File: config.mk
export PLATFORM = sky130hd
export DESIGN_NAME = gpio_pad_bank
export DESIGN_NICKNAME = d
export VERILOG_FILES = /design/src/rtl/gpio_pad_bank.sv
export SDC_FILE = /design/constraint.sdc
export NUM_CORES = 1
export LEC_CHECK = 0
export CAP_MARGIN = 20
export CORE_UTILIZATION = 33
export CTS_CLUSTER_DIAMETER = 30
export DETAILED_ROUTE_END_ITERATION = 7
export GPL_TIMING_DRIVEN = 1
export PLACE_DENSITY = 0.56
export SLEW_MARGIN = 20
export SYNTH_ARGS = -nofsm -noshare
export SYNTH_HDL_FRONTEND = slang
export SYNTH_SLANG_ARGS = --single-unit
File: constraint.sdc
create_clock -name clk_i -period 8.7 [get_ports clk_i]
set_input_delay 1.74 -clock clk_i [delete_from_list [all_inputs] [get_ports clk_i]]
set_output_delay 1.74 -clock clk_i [all_outputs]
set_load 0.01 [all_outputs]
File: src/rtl/gpio_pad_bank.sv
// gpio_pad_bank: a bank of bidirectional GPIO pad channels.
// The output side has per-pad direction and value registers. The input side
// passes each pad through a synchroniser and a per-channel debouncer. Edges
// on the debounced inputs set pending bits, and enabled pending bits are
// ORed into a level interrupt. A small register file gives access to all of this.
module gpio_pad_bank #(
  parameter int NUM_CH      = 8,
  parameter int SYNC_STAGES = 2,
  parameter int DB_WIDTH    = 8
) (
  input  logic              clk_i,
  input  logic              rst_n_i,
  input  logic              reg_wr_i,
  input  logic [2:0]        reg_addr_i,
  input  logic [31:0]       reg_wdata_i,
  output logic [31:0]       reg_rdata_o,
  output logic [NUM_CH-1:0] pad_c2p_o,
  output logic [NUM_CH-1:0] pad_c2p_en_o,
  input  logic [NUM_CH-1:0] pad_p2c_i,
  output logic              irq_o
);

  localparam logic [2:0] ADDR_DIR     = 3'd0;
  localparam logic [2:0] ADDR_OUT     = 3'd1;
  localparam logic [2:0] ADDR_IN      = 3'd2;
  localparam logic [2:0] ADDR_IRQ_EN  = 3'd3;
  localparam logic [2:0] ADDR_RISE_EN = 3'd4;
  localparam logic [2:0] ADDR_FALL_EN = 3'd5;
  localparam logic [2:0] ADDR_PEND    = 3'd6;
  localparam logic [2:0] ADDR_DB_THR  = 3'd7;

  logic [NUM_CH-1:0]   dir_q;
  logic [NUM_CH-1:0]   out_q;
  logic [NUM_CH-1:0]   irq_en_q;
  logic [NUM_CH-1:0]   rise_en_q;
  logic [NUM_CH-1:0]   fall_en_q;
  logic [NUM_CH-1:0]   pend_q;
  logic [NUM_CH-1:0]   db_q;
  logic [DB_WIDTH-1:0] db_thr_q;

  logic [NUM_CH-1:0]   sync_q [SYNC_STAGES];
  logic [DB_WIDTH-1:0] db_cnt_q [NUM_CH];
  logic [DB_WIDTH-1:0] db_cnt_d [NUM_CH];

  logic [NUM_CH-1:0]   sync;
  logic [NUM_CH-1:0]   flip;
  logic [NUM_CH-1:0]   rise_evt;
  logic [NUM_CH-1:0]   fall_evt;
  logic [NUM_CH-1:0]   pend_clr;
  logic [NUM_CH-1:0]   wdata_ch;
  logic [DB_WIDTH-1:0] thr_m1;
  logic                unused_wdata;

  // Only the low NUM_CH (or DB_WIDTH) bits of write data are ever stored.
  assign wdata_ch     = reg_wdata_i[NUM_CH-1:0];
  assign unused_wdata = ^reg_wdata_i;

  // A threshold of 0 is treated as 1, so both flip on the first mismatch cycle.
  assign thr_m1 = (db_thr_q == '0) ? '0 : db_thr_q - DB_WIDTH'(1);

  assign sync         = sync_q[SYNC_STAGES-1];
  assign rise_evt     = flip & sync;
  assign fall_evt     = flip & ~sync;
  assign pend_clr     = (reg_wr_i && reg_addr_i == ADDR_PEND) ? wdata_ch : '0;
  assign pad_c2p_o    = out_q;
  assign pad_c2p_en_o = dir_q;

  // Shift raw pad inputs through the synchroniser chain.
  always_ff @(posedge clk_i) begin
    if (!rst_n_i) begin
      for (int s = 0; s < SYNC_STAGES; s++) sync_q[s] <= '0;
    end else begin
      sync_q[0] <= pad_p2c_i;
      for (int s = 1; s < SYNC_STAGES; s++) sync_q[s] <= sync_q[s-1];
    end
  end

  // Per channel: count consecutive mismatch cycles and flag a flip once the threshold is reached.
  always_comb begin
    flip = '0;
    for (int i = 0; i < NUM_CH; i++) begin
      db_cnt_d[i] = '0;
      if (sync[i] != db_q[i]) begin
        if (db_cnt_q[i] >= thr_m1) begin
          flip[i] = 1'b1;
        end else begin
          db_cnt_d[i] = db_cnt_q[i] + DB_WIDTH'(1);
        end
      end
    end
  end

  // Register the debounce counters and debounced bits.
  always_ff @(posedge clk_i) begin
    if (!rst_n_i) begin
      db_q <= '0;
      for (int i = 0; i < NUM_CH; i++) db_cnt_q[i] <= '0;
    end else begin
      db_q <= db_q ^ flip;
      for (int i = 0; i < NUM_CH; i++) db_cnt_q[i] <= db_cnt_d[i];
    end
  end

  // Register writes. For pending bits, a new edge event overrides a simultaneous write-one-to-clear.
  always_ff @(posedge clk_i) begin
    if (!rst_n_i) begin
      dir_q     <= '0;
      out_q     <= '0;
      irq_en_q  <= '0;
      rise_en_q <= '0;
      fall_en_q <= '0;
      pend_q    <= '0;
      db_thr_q  <= DB_WIDTH'(1);
    end else begin
      pend_q <= (pend_q & ~pend_clr) | (rise_evt & rise_en_q) | (fall_evt & fall_en_q);
      if (reg_wr_i) begin
        case (reg_addr_i)
          ADDR_DIR:     dir_q     <= wdata_ch;
          ADDR_OUT:     out_q     <= wdata_ch;
          ADDR_IRQ_EN:  irq_en_q  <= wdata_ch;
          ADDR_RISE_EN: rise_en_q <= wdata_ch;
          ADDR_FALL_EN: fall_en_q <= wdata_ch;
          ADDR_DB_THR:  db_thr_q  <= reg_wdata_i[DB_WIDTH-1:0];
          default:      ;
        endcase
      end
    end
  end

  // The interrupt is registered, so it reflects the previous cycle's pending state.
  always_ff @(posedge clk_i) begin
    if (!rst_n_i) begin
      irq_o <= 1'b0;
    end else begin
      irq_o <= |(pend_q & irq_en_q);
    end
  end

  // Combinational read mux, zero-extended to 32 bits.
  always_comb begin
    reg_rdata_o = '0;
    case (reg_addr_i)
      ADDR_DIR:     reg_rdata_o = 32'(dir_q);
      ADDR_OUT:     reg_rdata_o = 32'(out_q);
      ADDR_IN:      reg_rdata_o = 32'(db_q);
      ADDR_IRQ_EN:  reg_rdata_o = 32'(irq_en_q);
      ADDR_RISE_EN: reg_rdata_o = 32'(rise_en_q);
      ADDR_FALL_EN: reg_rdata_o = 32'(fall_en_q);
      ADDR_PEND:    reg_rdata_o = 32'(pend_q);
      ADDR_DB_THR:  reg_rdata_o = 32'(db_thr_q);
      default:      reg_rdata_o = '0;
    endcase
  end

endmodule

==> flow_summary.toml, run 1 <==
[cells_and_area]
layout-drive-gt1-share_pct = 4.82
layout_commonest_cell = "dfxtp_1"
diodes = 0
nets = 1081
layout_common_cells = "145 x dfxtp_1, 140 x nand2_1, 96 x nor2_1"
fill_cells = 2330
syn_to_final_growth_pct = 16.7
fin_util_pct = 39.4

[cts]
clk_latency_ps = 430
clkTransAtPathRegs_ps = 60
post-cts-setup-buffers = 0
cts_hold_buf = 0
clock-sinks = 145
cts_tree = "yes"
numCtsBuffers = 17
root_buffer = "clkbuf_16"
cts_resized = 0
clockBufferDepth = 2
h-tree-depth = 4

[detailed_routing]
wl_met3_microns = 667
vias = 6182
wl_met1_microns = 9580
dr_wl_met2_microns = 8390
drt_iter0_drc = 318
wl_per_cell_microns = 15.0
drtAntennaViolNets = 0
dr.pass1.iters = 5
top_layer_used = "met4"
drcViolationCount = 0
wirelength_microns = 19000
routed_via_density = 4.91

[sta]
finalHoldViolCount = 0
max_freq_mhz = 172
finalSetupTns_ps = 0
postLayoutSetupSlackWorst_ps = 2880
slew_headroom_pct = 41.1
finalCritPeriodShare_pct = 66.9
maxSlewViolCount = 0
min_period_ps = 5820
finClkSkew_ps = 8.63
rsz0062_at_grt = "false"
tightest_slew_ps = 876
finalSetupViolations = 0

[setup_path]
slowest_delay_ps = 570
arrival_ps = 4080
cp_num_cells = 7
crit_family = "buffers and inverters"
crit_required_ps = 6960
path_buf_inv = 3
crit_path_cell_trace = "clkdlybuf4s50_1, buf_4, nor2b_1, a22o_1, a22oi_1, a21oi_1, clkdlybuf4s50_1"
slowest_stage = "clkdlybuf4s50_1"
crit_path_end_kind = "output pin"
startpoint_type = "primary input"
crit_fanout = 29
r2r_start = "db_thr_q[0]"
r2r_end = "db_cnt_q[0][19]"
rrSetupSlack_ps = 5190
worstRegToRegCells = 12
path_class = "in2out"
path_common_cell = "clkdlybuf4s50_1"

[floorplan]
die_x_microns = 154
core_sq_um = 22700
io-pin-count = 95
initial_utilization_pct = 33.7
die_y_microns = 154
num_rows = 55
dieArea_sq_um = 23800

[synth]
syn-cell-area_sq_um = 7660
yosysSeqAreaShare_pct = 37.9
synthFlopType = "dfxtp_1"
synth_top_area_cell = "dfxtp_1"
synth_area_leaders = "dfxtp_1 38%, ha_1 12%, nand2_1 6.9%, a21oi_1 5.2%, xor2_1 5.0%"
yosys_warnings = 0
synth_edf_count = 0
synthDistinctLibCells = 47
synth_top_area_share_pct = 37.9
ys_ff_latch = 145
synth_async_sr_flop_share_pct = 0
syn_inst = 915
syn_avg_cell_area_sq_um = 8.37

[placement]
place_ws_ps = 2910
port_buffers = 46
dpl.hpwl_microns = 13200
gp_congestion = 0.820

[min_path]
hp-start = "sync_q[0][6]"
holdCritPathClass = "reg2reg"
holdPathStages = 1
hold_end = "sync_q[0][14]"

[global_routing]
track_usage_pct = 16.8
grt_pass1_vias = 5921
antenna_found_initial = 0
grt_first_pass_wirelength_microns = 31400
grt-ovfl-total = 0
grt_start_max_net_pins = 57

[power_and_ir_drop]
cellPowerDensity_nw_per_um2 = 179
pwr-share-comb_pct = 8.9
switching_power_uw = 403
power_leakage_nw = 3.42
p_int_mw = 1.19
p_clk_share_pct = 48.1
seq_power_share_pct = 43.0
p_sw_share_pct = 25.2
ir_worst_vdd_mv = 0.132

[flow_run]
maxCapViolCount = 0

[status]
status = "finished, final reports clean"
[worst max path at each step]
stage	start	to	slack, ps
floorplan	reg_addr_i[0]	reg_rdata_o[5]	4280
global placement	reg_addr_i[0]	reg_rdata_o[5]	2870
detailed placement	reg_addr_i[0]	reg_rdata_o[4]	2910
CTS	reg_addr_i[0]	reg_rdata_o[4]	2910
global route	reg_addr_i[0]	reg_rdata_o[5]	2730
finish	reg_addr_i[0]	reg_rdata_o[2]	2880
[metrics by stage]
step	hold slack, ps	cell area (sq um)	power (mW)	instances
finish	435	8940	1.60	1260
global route	446	8940	1.66	1260
floorplan	412	7750	0.797	938
global placement	415	8320	0.843	1228
CTS	439	8940	1.61	1260
detailed placement	420	8320	0.844	1228
[synth_stat cells (all sizes together) (3+ instances only)]
master and instances:
ha 73, o22ai 3, inv 27, nand3 52, nor2b 21, or3 4
nand4 4, clkbuf 16, nor3 10, nor2 97, mux2i 15, dfxtp 145
xor2 44, buf 33, o211ai 4, nor3b 3, nand3b 15, xnor2 14
and2 17, a221oi 3, nand2b 4, a31oi 7, a21boi 5, a21oi 80
a22o 5, or2 3, o21ai 18, a211oi 8, and3 19, o21a 7
a22oi 7, nand2 140
[cell type report]
class / instances / area (sq um) / area share [%]
inverters: 27 / 101 / 1.13
clock inverters: 14 / 178 / 1.99
clock buffers: 18 / 439 / 4.91
well taps: 285 / 357 / 3.99
repair buffers: 54 / 520 / 5.82
flip-flops and latches: 145 / 2900 / 32.5
multi-input cells: 717 / 4440 / 49.7
[kinds of logic after synthesis]
| family | Yosys count | synth area share [%] |
|---|---|---|
| other | 1 | 0.0490 |
| AOI/OAI and AO/OA | 154 | 12.0 |
| xor gates and xnor gates | 58 | 6.63 |
| muxes | 18 | 2.70 |
| buffers and inverters | 76 | 5.28 |
| DFF | 145 | 37.9 |
| and+or+nand+nor | 390 | 23.6 |
| adders and majority gates | 73 | 11.9 |
[routing by layer]
layer / vias up / GRT usage (%)
met3: 21 / 3.33
met5: - / 0
met4: 0 / 5.66
li1: 3199 / -
met1: 2824 / 22.7
met2: 138 / 26.7
[state kept, by name, summed over array words and instances, names as in the netlist, named ones only]
signal	cells
pad_c2p_en_o	8
db_cnt_q	64
fall_en_q	8
pend_q	8
irq_en_q	8
pad_c2p_o	8
rise_en_q	8
irq_o	1
db_thr_q	8
sync_q	16
[power groups by stage]
stage	logic, mW	clock network (mW)	registers (mW)
after global placement	0.141	0	0.701
after floorplan	0.0984	0	0.698
after detailed placement	0.142	0	0.702
after CTS	0.143	0.782	0.687
after global routing	0.159	0.811	0.688
final	0.142	0.767	0.687
[worst reg2reg max path, cell delays in order (launching register included)]
cell	delay (ps)
dfxtp_1	330
inv_1	100
ha_1	160
nor2b_1	250
nand3b_1	160
or3_1	420
nand2_1	430
ha_1	350
a21oi_1	140
o21ai_0	100
a21oi_1	390
nand3_1	420
nor2_1	190
No activity file was read; power rests on OpenSTA's default activity.
==> run 2: changes to the inputs <==
PLACE_DENSITY = 0.58   (was 0.56)
clock period = 5.3 ns   (was 8.7 ns; I/O delays follow)
==> flow_summary.toml, run 2 (synthesized netlist as in run 1, its figures left out) <==
[placement]
place_area_sq_um = 8340
dpl.hpwl_microns = 13400
place_ws_ps = 868
port_buffers = 46
gp_congestion = 0.839
dp_cells = 1231

[cts]
numCtsBuffers = 17
h-tree-depth = 4
post-cts-setup-buffers = 0
clockBufferDepth = 2
clock-sinks = 145
root_buffer = "clkbuf_16"
clkTransAtPathRegs_ps = 60
cts_tree = "yes"
cts_hold_buf = 0
clk_latency_ps = 430
cts_resized = 0

[flow_run]
maxCapViolCount = 0

[floorplan]
die_y_microns = 154
die_x_microns = 154
initial_utilization_pct = 33.7
core_sq_um = 22700
dieArea_sq_um = 23800
num_rows = 55
io-pin-count = 95

[min_path]
holdCritPathClass = "reg2reg"
hp-start = "sync_q[0][2]"

[setup_path]
r2r_start = "db_thr_q[0]"
path_class = "in2out"
crit_required_ps = 4240
arrival_ps = 3410
crit_path_end_kind = "output pin"
crit_fanout = 16
startpoint = "reg_addr_i[2]"
startpoint_type = "primary input"

[sta]
rsz0062_at_grt = "false"
postLayoutSetupSlackWorst_ps = 826
finalCritPeriodShare_pct = 84.4
finalSetupViolations = 0
tightest_slew_ps = 1020
hold_slack_ps = 431
maxSlewViolCount = 0
finalSetupTns_ps = 0
max_freq_mhz = 224
finalHoldViolCount = 0
min_period_ps = 4470
finClkSkew_ps = 10.5
slew_headroom_pct = 31.7

[power_and_ir_drop]
ir_worst_vdd_mv = 0.220
power_leakage_nw = 3.40
cellPowerDensity_nw_per_um2 = 282

[cells_and_area]
largestRegisters = "db_cnt_q: 64 flops, sync_q: 16 flops"
diodes = 0
layout_commonest_cell = "dfxtp_1"
layout_common_cells = "145 x dfxtp_1, 140 x nand2_1, 96 x nor2_1"
largest_reg_flops = 64
syn_to_final_growth_pct = 16.2
fin_cells = 1263
fin_area_sq_um = 8900
nets = 1084
fill_cells = 2314
layout-drive-gt1-share_pct = 4.91
regMostFlops = "db_cnt_q"

[detailed_routing]
vias = 6246
dr.pass1.iters = 5
routed_via_density = 4.95
drt_iter0_drc = 369
wirelength_microns = 19000
wl_per_cell_microns = 15.0
drcViolationCount = 0
drtAntennaViolNets = 0

[global_routing]
grt-ovfl-total = 0
grt_pass1_vias = 6062
antenna_found_initial = 0
grt_first_pass_wirelength_microns = 31500
track_usage_pct = 16.9
grt_start_max_net_pins = 59

[status]
status = "finished, final reports clean"
run 2: cell types whose count changed in the layout (fill, tap and decap cells not counted):
cell,before,now
clkinvlp_4,4,6
bufinv_16,3,1
buf_4,8,11
clkinv_4,2,0
clkinv_2,1,3
clkbuf_1,0,2
inv_6,4,2
run 2: final cells by class:
class	count	area, sq um	share of cell area [%]
clock inverters	12	108	1.21
repair buffers	57	543	6.10
flip-flops and latches	145	2900	32.6
clock buffers	20	447	5.02
multi-input cells	717	4440	49.9
well taps	285	357	4.01
inverters	27	101	1.14
run 2: worst paths after layout:
kind | cells past startpoint | endpoint | slack, ps
setup / recovery | 7 | reg_rdata_o[4] | 830
hold / removal | 1 | sync_q[0][10] | 430
setup reg to reg | 13 | db_cnt_q[0][10] | 1720
hold reg to reg | 1 | sync_q[0][10] | 430
run 2: worst max-delay path, cell delays in order:
cell             delay [ps]
clkdlybuf4s50_1         880
buf_4                   310
nand3b_1                130
a21oi_1                  70
a211oi_1                380
nor2_1                   90
clkdlybuf4s50_1         490
run 2: through the flow:
| stage | utilization, % | power, mW |
|---|---|---|
| 2_1_floorplan | - | 1.31 |
| 3_3_place_gp | 36.7 | 1.38 |
| 3_5_place_dp | 36.7 | 1.39 |
| 4_1_cts | 39.2 | 2.53 |
| 5_1_grt | 39.2 | 2.61 |
| 6_report | 39.2 | 2.51 |
run 2: power breakdown:
| part | switching [mW] | total (mW) | internal, mW |
|---|---|---|---|
| Clock | 0.488 | 1.14 | 0.657 |
| Combinational | 0.143 | 0.236 | 0.0924 |
| Sequential | 0.0185 | 1.13 | 1.11 |
run 2: routing by layer:
metal  wire, microns  vias up  GRT usage (%)
met5               0        -              0
met4             290        0           6.13
met3             749       23           3.25
met2            8640      126           26.7
met1            9280     2905           22.7
li1                -     3192              -
